`src/rtl/bit_decision.sv`:
```
// bit_decision
//   Bit-level decision and symbol-timing stage. It forms metric = ref - orth
//   from the two correlators and acquires symbol timing on the first threshold
//   crossing. It then tracks timing with a per-symbol peak-search window and
//   early/late correction, and emits one decided bit per symbol.
//
//   Optional feature macro: BIT_DECISION_ADAPTIVE_THRESH_EN
//     defined   : after each hit, thresh = max(THRESH_MIN, peak >> 1);
//                 thresh reverts to THRESH_MIN on loss of lock.
//     undefined : thresh is fixed at THRESH_MIN.
//
// Ports
//   clk_correlator  sample clock (posedge)
//   rst_n           asynchronous active-low reset
//   corr_valid      ref_corr/orth_corr carry a new sample
//   ref_corr        signed reference-code correlation
//   orth_corr       signed orthogonal-code correlation
//   bit_out         decided bit (1 = reference won), held between strobes
//   bit_valid       one-cycle strobe qualifying bit_out/peak_mag
//   locked          symbol timing acquired
//   peak_mag        |metric| of the last decided symbol's peak
module bit_decision #(
  parameter int unsigned SYMBOL_LEN = 60,
  parameter logic [7:0]  THRESH_MIN = 8'd20,
  parameter int unsigned LOSS_LIMIT = 3
) (
  input  logic              clk_correlator,
  input  logic              rst_n,
  input  logic              corr_valid,
  input  logic signed [7:0] ref_corr,
  input  logic signed [7:0] orth_corr,
  output logic              bit_out,
  output logic              bit_valid,
  output logic              locked,
  output logic [7:0]        peak_mag
);

  localparam int unsigned HALF = SYMBOL_LEN / 2;
  localparam int unsigned PH_W = $clog2(SYMBOL_LEN);
  localparam logic [PH_W-1:0] PH_LAST  = PH_W'(SYMBOL_LEN - 1);
  localparam logic [PH_W-1:0] PH_HALF  = PH_W'(HALF);
  localparam logic [PH_W-1:0] PH_SEED  = PH_W'(HALF + 1);
  localparam logic [PH_W-1:0] PH_EARLY = PH_W'(HALF - 1);
  localparam logic [PH_W-1:0] PH_LATE  = PH_W'(HALF + 1);
  localparam logic [2:0]      MISS_LAST = 3'(LOSS_LIMIT - 1);

  typedef enum logic {SEARCH, TRACK} state_t;

  state_t             state;
  logic [PH_W-1:0]    ph;
  logic [PH_W-1:0]    peak_idx;
  logic [7:0]         win_max;
  logic               win_sign;
  logic               hold_ext;
  logic [2:0]         miss_cnt;
  logic [7:0]         thresh;

  logic signed [8:0]  metric;
  logic [8:0]         metric_neg;
  logic [7:0]         mag;
  logic               mag_upd;
  logic [7:0]         cur_max;
  logic               cur_sign;
  logic [PH_W-1:0]    cur_idx;

  assign metric     = {ref_corr[7], ref_corr} - {orth_corr[7], orth_corr};
  assign metric_neg = -metric;
  assign mag        = metric[8] ? metric_neg[7:0] : metric[7:0];

  // Window state including the current sample, so a peak on the last
  // sample of a window is seen by that window's evaluation.
  always_comb begin
    mag_upd  = (mag > win_max);
    cur_max  = mag_upd ? mag : win_max;
    cur_sign = mag_upd ? ~metric[8] : win_sign;
    cur_idx  = mag_upd ? ph : peak_idx;
  end

`ifndef BIT_DECISION_ADAPTIVE_THRESH_EN
  assign thresh = THRESH_MIN;
`else
  logic [7:0] half_max;
  assign half_max = {1'b0, cur_max[7:1]};
`endif

  always_ff @(posedge clk_correlator or negedge rst_n) begin
    if (!rst_n) begin
      state     <= SEARCH;
      ph        <= '0;
      peak_idx  <= PH_HALF;
      win_max   <= '0;
      win_sign  <= 1'b0;
      hold_ext  <= 1'b0;
      miss_cnt  <= '0;
      bit_out   <= 1'b0;
      bit_valid <= 1'b0;
      locked    <= 1'b0;
      peak_mag  <= '0;
`ifdef BIT_DECISION_ADAPTIVE_THRESH_EN
      thresh    <= THRESH_MIN;
`endif
    end else begin
      bit_valid <= 1'b0;
      if (corr_valid) begin
        unique case (state)
          SEARCH: begin
            if (mag >= thresh) begin
              // The crossing sample occupies window position HALF, so the
              // next sample lands at HALF+1.
              state    <= TRACK;
              locked   <= 1'b1;
              win_max  <= mag;
              win_sign <= ~metric[8];
              peak_idx <= PH_HALF;
              ph       <= PH_SEED;
              hold_ext <= 1'b0;
            end
          end
          TRACK: begin
            win_max  <= cur_max;
            win_sign <= cur_sign;
            peak_idx <= cur_idx;
            if (ph == PH_LAST) begin
              win_max  <= '0;
              win_sign <= 1'b0;
              peak_idx <= PH_HALF;
              hold_ext <= 1'b0;
              ph       <= '0;
              if (cur_max >= thresh) begin
                bit_valid <= 1'b1;
                bit_out   <= cur_sign;
                peak_mag  <= cur_max;
                miss_cnt  <= '0;
                if (cur_idx < PH_EARLY) begin
                  ph <= PH_W'(1);
                end else if (cur_idx > PH_LATE) begin
                  // Late peak: phase 0 is repeated once to stretch the window.
                  hold_ext <= 1'b1;
                end
`ifdef BIT_DECISION_ADAPTIVE_THRESH_EN
                thresh <= (half_max > THRESH_MIN) ? half_max : THRESH_MIN;
`endif
              end else if (miss_cnt == MISS_LAST) begin
                state    <= SEARCH;
                locked   <= 1'b0;
                miss_cnt <= '0;
`ifdef BIT_DECISION_ADAPTIVE_THRESH_EN
                thresh   <= THRESH_MIN;
`endif
              end else begin
                miss_cnt <= miss_cnt + 3'd1;
              end
            end else if (hold_ext) begin
              hold_ext <= 1'b0;
            end else begin
              ph <= ph + 1'b1;
            end
          end
          default: state <= SEARCH;
        endcase
      end
    end
  end

endmodule

```
`config.mk`:
```
export PLATFORM = sky130hd
export DESIGN_NAME = bit_decision
export DESIGN_NICKNAME = d
export VERILOG_FILES = /design/src/rtl/bit_decision.sv
export SDC_FILE = /design/constraint.sdc
export NUM_CORES = 1
export LEC_CHECK = 0
export CORE_MARGIN = 2
export CORE_UTILIZATION = 35
export CTS_CLUSTER_DIAMETER = 60
export DETAILED_ROUTE_END_ITERATION = 10
export GPL_ROUTABILITY_DRIVEN = 1
export SLEW_MARGIN = 10
export SYNTH_ARGS = -nofsm -noshare
export SYNTH_HDL_FRONTEND = slang
export SYNTH_SLANG_ARGS = --single-unit
```
`constraint.sdc`:
```
create_clock -name clk_correlator -period 5.3 [get_ports clk_correlator]
set_clock_uncertainty 0.2 [all_clocks]
set_input_delay 1.06 -clock clk_correlator [delete_from_list [all_inputs] [get_ports clk_correlator]]
set_output_delay 1.06 -clock clk_correlator [all_outputs]
set_load 0.005 [all_outputs]
```
==> results.md <==
- Total track usage: 0.142
- Die H: 94.2 um
- Remaining global-route overflow: 0
- Vias in the first global route: 2158
- Post-CTS Resized: 0
- Sequential area share after synthesis: 0.327
- Hold-fix buffers, CTS: 0
- Crit-path cells: clkdlybuf4s50_1, ha_1, inv_1, fa_1, a211oi_2, buf_4, o31ai_4, xnor2_2, nand2_2, o41ai_4, xnor2_2, inv_1, ha_1, nand4_1, o21bai_1, a21oi_2, nor2_1, a31oi_4, nand2_4, mux2_4
- Slew margin rel.: 0.457
- Most common cell after layout, fill and taps aside: dfrtp_1
- WP data required: 5.27 ns
- Slew Limit Fails: 0
- Num rows: 32
- Worst-Skew Late Latency: 0.29 ns
- Mean post-synth cell area: 9.74 um2
- Root buffer cell: clkbuf_8
- Placed cell count: 444
- Worst setup SP type: primary input
- Hold endpoint: peak_mag[5]$_DFFE_PN0P_
- Worst R2R Setup Slack: 2.74 ns
- Maximum fanout along the worst path: 12
- Clock-pin slew on the worst setup and hold paths: 0.08 ns
- Sequential power share: 0.288
- Post-CTS Setup Bufs: 0
- Share of cells above drive strength 1: 0.226
- Avg WL per Cell: 13.1 um
- Setup tns final: 0 ns
- Via count: 2296
- Die width: 94.2 um
- MaxCap Viol Count: 0
- Post-synth EDFFs: 0
- Post-DP HPWL: 4670 um
- Net Count, Synth: 330
- Final ANT Viol Nets: 0
- Fin crit share: 0.944
- VDD IR max: 0.137 mV
- Actual slew at the worst max-slew pin: 0.815 ns
- Hold Startpoint: peak_mag[5]$_DFFE_PN0P_
- Clk buf depth: 2
- First-pass GRT wire length: 10100 um
- Ys flop type: dfrtp_1
- Utilization after layout: 0.452
- FF-to-FF path depth: 11
- Critical path class: primary input to register
- DRT Pass-1 Iters: 6
- Fraction of registers with async set/reset: 1.00
- Top cells by area, synth: dfrtp_1, ha_1, inv_1
- Yosys Warn Count: 0
- Static Leak: 0.00159 uW
- DRC viols: 0
- Yosys top cell by area: dfrtp_1
- Synth unique cells: 73
- Die Area: 8870 um2
- GP Congestion: 0.823
- Top Ports: 30
- Initial antenna violation count: 0
- Area growth from synthesis to layout: 24.1%
- Number of port buffers: 29
- Sw Share: 0.408
- Switch Pwr: 690 uW
- Starting Density: 0.364
- Post-Synthesis Cell Area: 2850 um2
- Arrival @ worst endpoint: 4.98 ns
- Nets@finish: 387
- Num CTS Buffers: 5
- 1st-iter DRT viols: 55
- Origin of the worst setup path: orth_corr[0]
- Hold Vio Cnt, Final: 0
- Non-Filler Instances: 452
- RSZ-0062 raised after global routing: no
- Setup violations, final: 0
- Worst Hold Depth: 1
- Internal: 1000 uW
- Flop and latch count out of synthesis: 37
- Fmax: 200 MHz
- Antenna diodes: 0
- Clock network power share: 0.114
- Vias per std cell: 5.08
- Largest net degree at the start of global routing: 38
- Most frequent cells in the layout: dfrtp_1, inv_1, clkdlybuf4s50_1
- Largest stage delay on the critical path: 0.46 ns
- Worst hold-check path type: register to register
- Htree depth: 2
- CTS tree: done
- Share of the synthesized area in the top cell type: 0.290
- Worst r2r src: win_max[1]$_DFFE_PN0P_
- Crit end category: register
- Combinational power share: 0.598
- Cells after synthesis: 292
- Reg-to-Reg End: peak_mag[1]$_DFFE_PN0P_
- Final wirelength: 5910 um
- CTS Sinks: 37
- Slowest CP cell: clkdlybuf4s50_1
- Status: finished, final reports clean
- Core area: 7810 um2
- Power per cell area: 479 nW/um2
- Final min period: 5.01 ns
==> power by group through the flow <==
stage | sequential [uW] | clock [uW] | combinational (uW)
after floorplan | 460 | 0 | 709
after global placement | 491 | 0 | 1000
after detailed placement | 493 | 0 | 1020
after CTS | 489 | 197 | 1020
after global routing | 503 | 212 | 1130
final | 487 | 192 | 1010
==> stage by stage <==
stage	total power, uW	hold slack, ns	setup WS (ns)	instance area, um2
after floorplan	1170	0.273	0.210	2850
after global routing	1840	0.312	0.0251	3530
final	1690	0.302	0.294	3530
after CTS	1710	0.304	0.167	3530
after detailed placement	1510	0.282	-0.136	3450
after global placement	1490	0.285	-0.0696	3450
==> registers in the layout, summed over array words and instances, names as in the netlist <==
| name | cells |
|---|---|
| peak_mag | 8 |
| bit_valid | 1 |
| locked | 1 |
| state | 1 |
| miss_cnt | 3 |
| win_sign | 1 |
| hold_ext | 1 |
| bit_out | 1 |
| win_max | 8 |
| peak_idx | 6 |
| ph | 6 |
==> worst max-delay path by stage <==
stage	to	cells after the start
after floorplan	peak_mag[2]$_DFFE_PN0P_	19
after global placement	peak_mag[3]$_DFFE_PN0P_	20
after detailed placement	peak_mag[1]$_DFFE_PN0P_	19
after CTS	peak_mag[1]$_DFFE_PN0P_	19
after global routing	peak_mag[3]$_DFFE_PN0P_	20
final	peak_mag[6]$_DFFE_PN0P_	20
==> metal layers <==
| metal | share of wire | wire (um) | vias up | global-route usage |
|---|---|---|---|---|
| met3 | 0.023 | 138 | 10 | 0.0193 |
| met5 | 0 | 0 | - | 0 |
| met2 | 0.48 | 2810 | 44 | 0.245 |
| met4 | 0.018 | 107 | 0 | 0.0471 |
| met1 | 0.48 | 2850 | 1069 | 0.183 |
| li1 | - | - | 1173 | - |
==> synth_stat cells, types with 2 or more instances <==
cell type and count:
a21o_1 3, a21oi_1 11, a22o_1 5, a31oi_4 2, and3_1 3, buf_4 2, buf_6 2, clkbuf_1 3
dfrtp_1 33, dfstp_2 4, ha_1 18, inv_1 31, mux2_2 3, mux2_4 6, mux2i_1 4, nand2_1 24
nand2_2 3, nand3_1 10, nand3b_1 2, nand4_1 4, nor2_1 12, nor2_2 2, nor2b_1 5, nor3_1 4
nor3b_1 2, nor4_1 3, o2111a_1 2, o21a_1 3, o21ai_0 12, o21ai_1 6, o21ai_2 3, o22a_1 5
o22ai_1 8, o2bb2ai_1 2, o311ai_1 2, o31ai_1 4, xnor2_1 7, xnor2_2 2
==> logic make-up after synthesis <==
kind of cell | share of synthesized area
AOI/OAI and AO/OA | 0.258
and+or+nand+nor | 0.158
buffers and inverters | 0.0616
DFF | 0.327
adders and majority gates | 0.0862
muxes | 0.0576
xor gates and xnor gates | 0.0515
==> final cells by class <==
type / instances / area (um2)
fillers: 776 / 4280
flip-flops and latches: 37 / 931
clock inverters: 1 / 5.00
inverters: 31 / 116
well taps: 102 / 128
repair buffers: 58 / 528
clock buffers: 7 / 76.3
multi-input cells: 216 / 1750
==> critical path, delay by kind of cell <==
family,cells,cell delay [ns]
mux,1,0.33
fa+ha+maj,3,0.85
compound gates,6,1.18
xor+xnor,2,0.33
simple gates,4,0.49
buf+inv,4,0.74
Power figures use the tool's default switching activity.
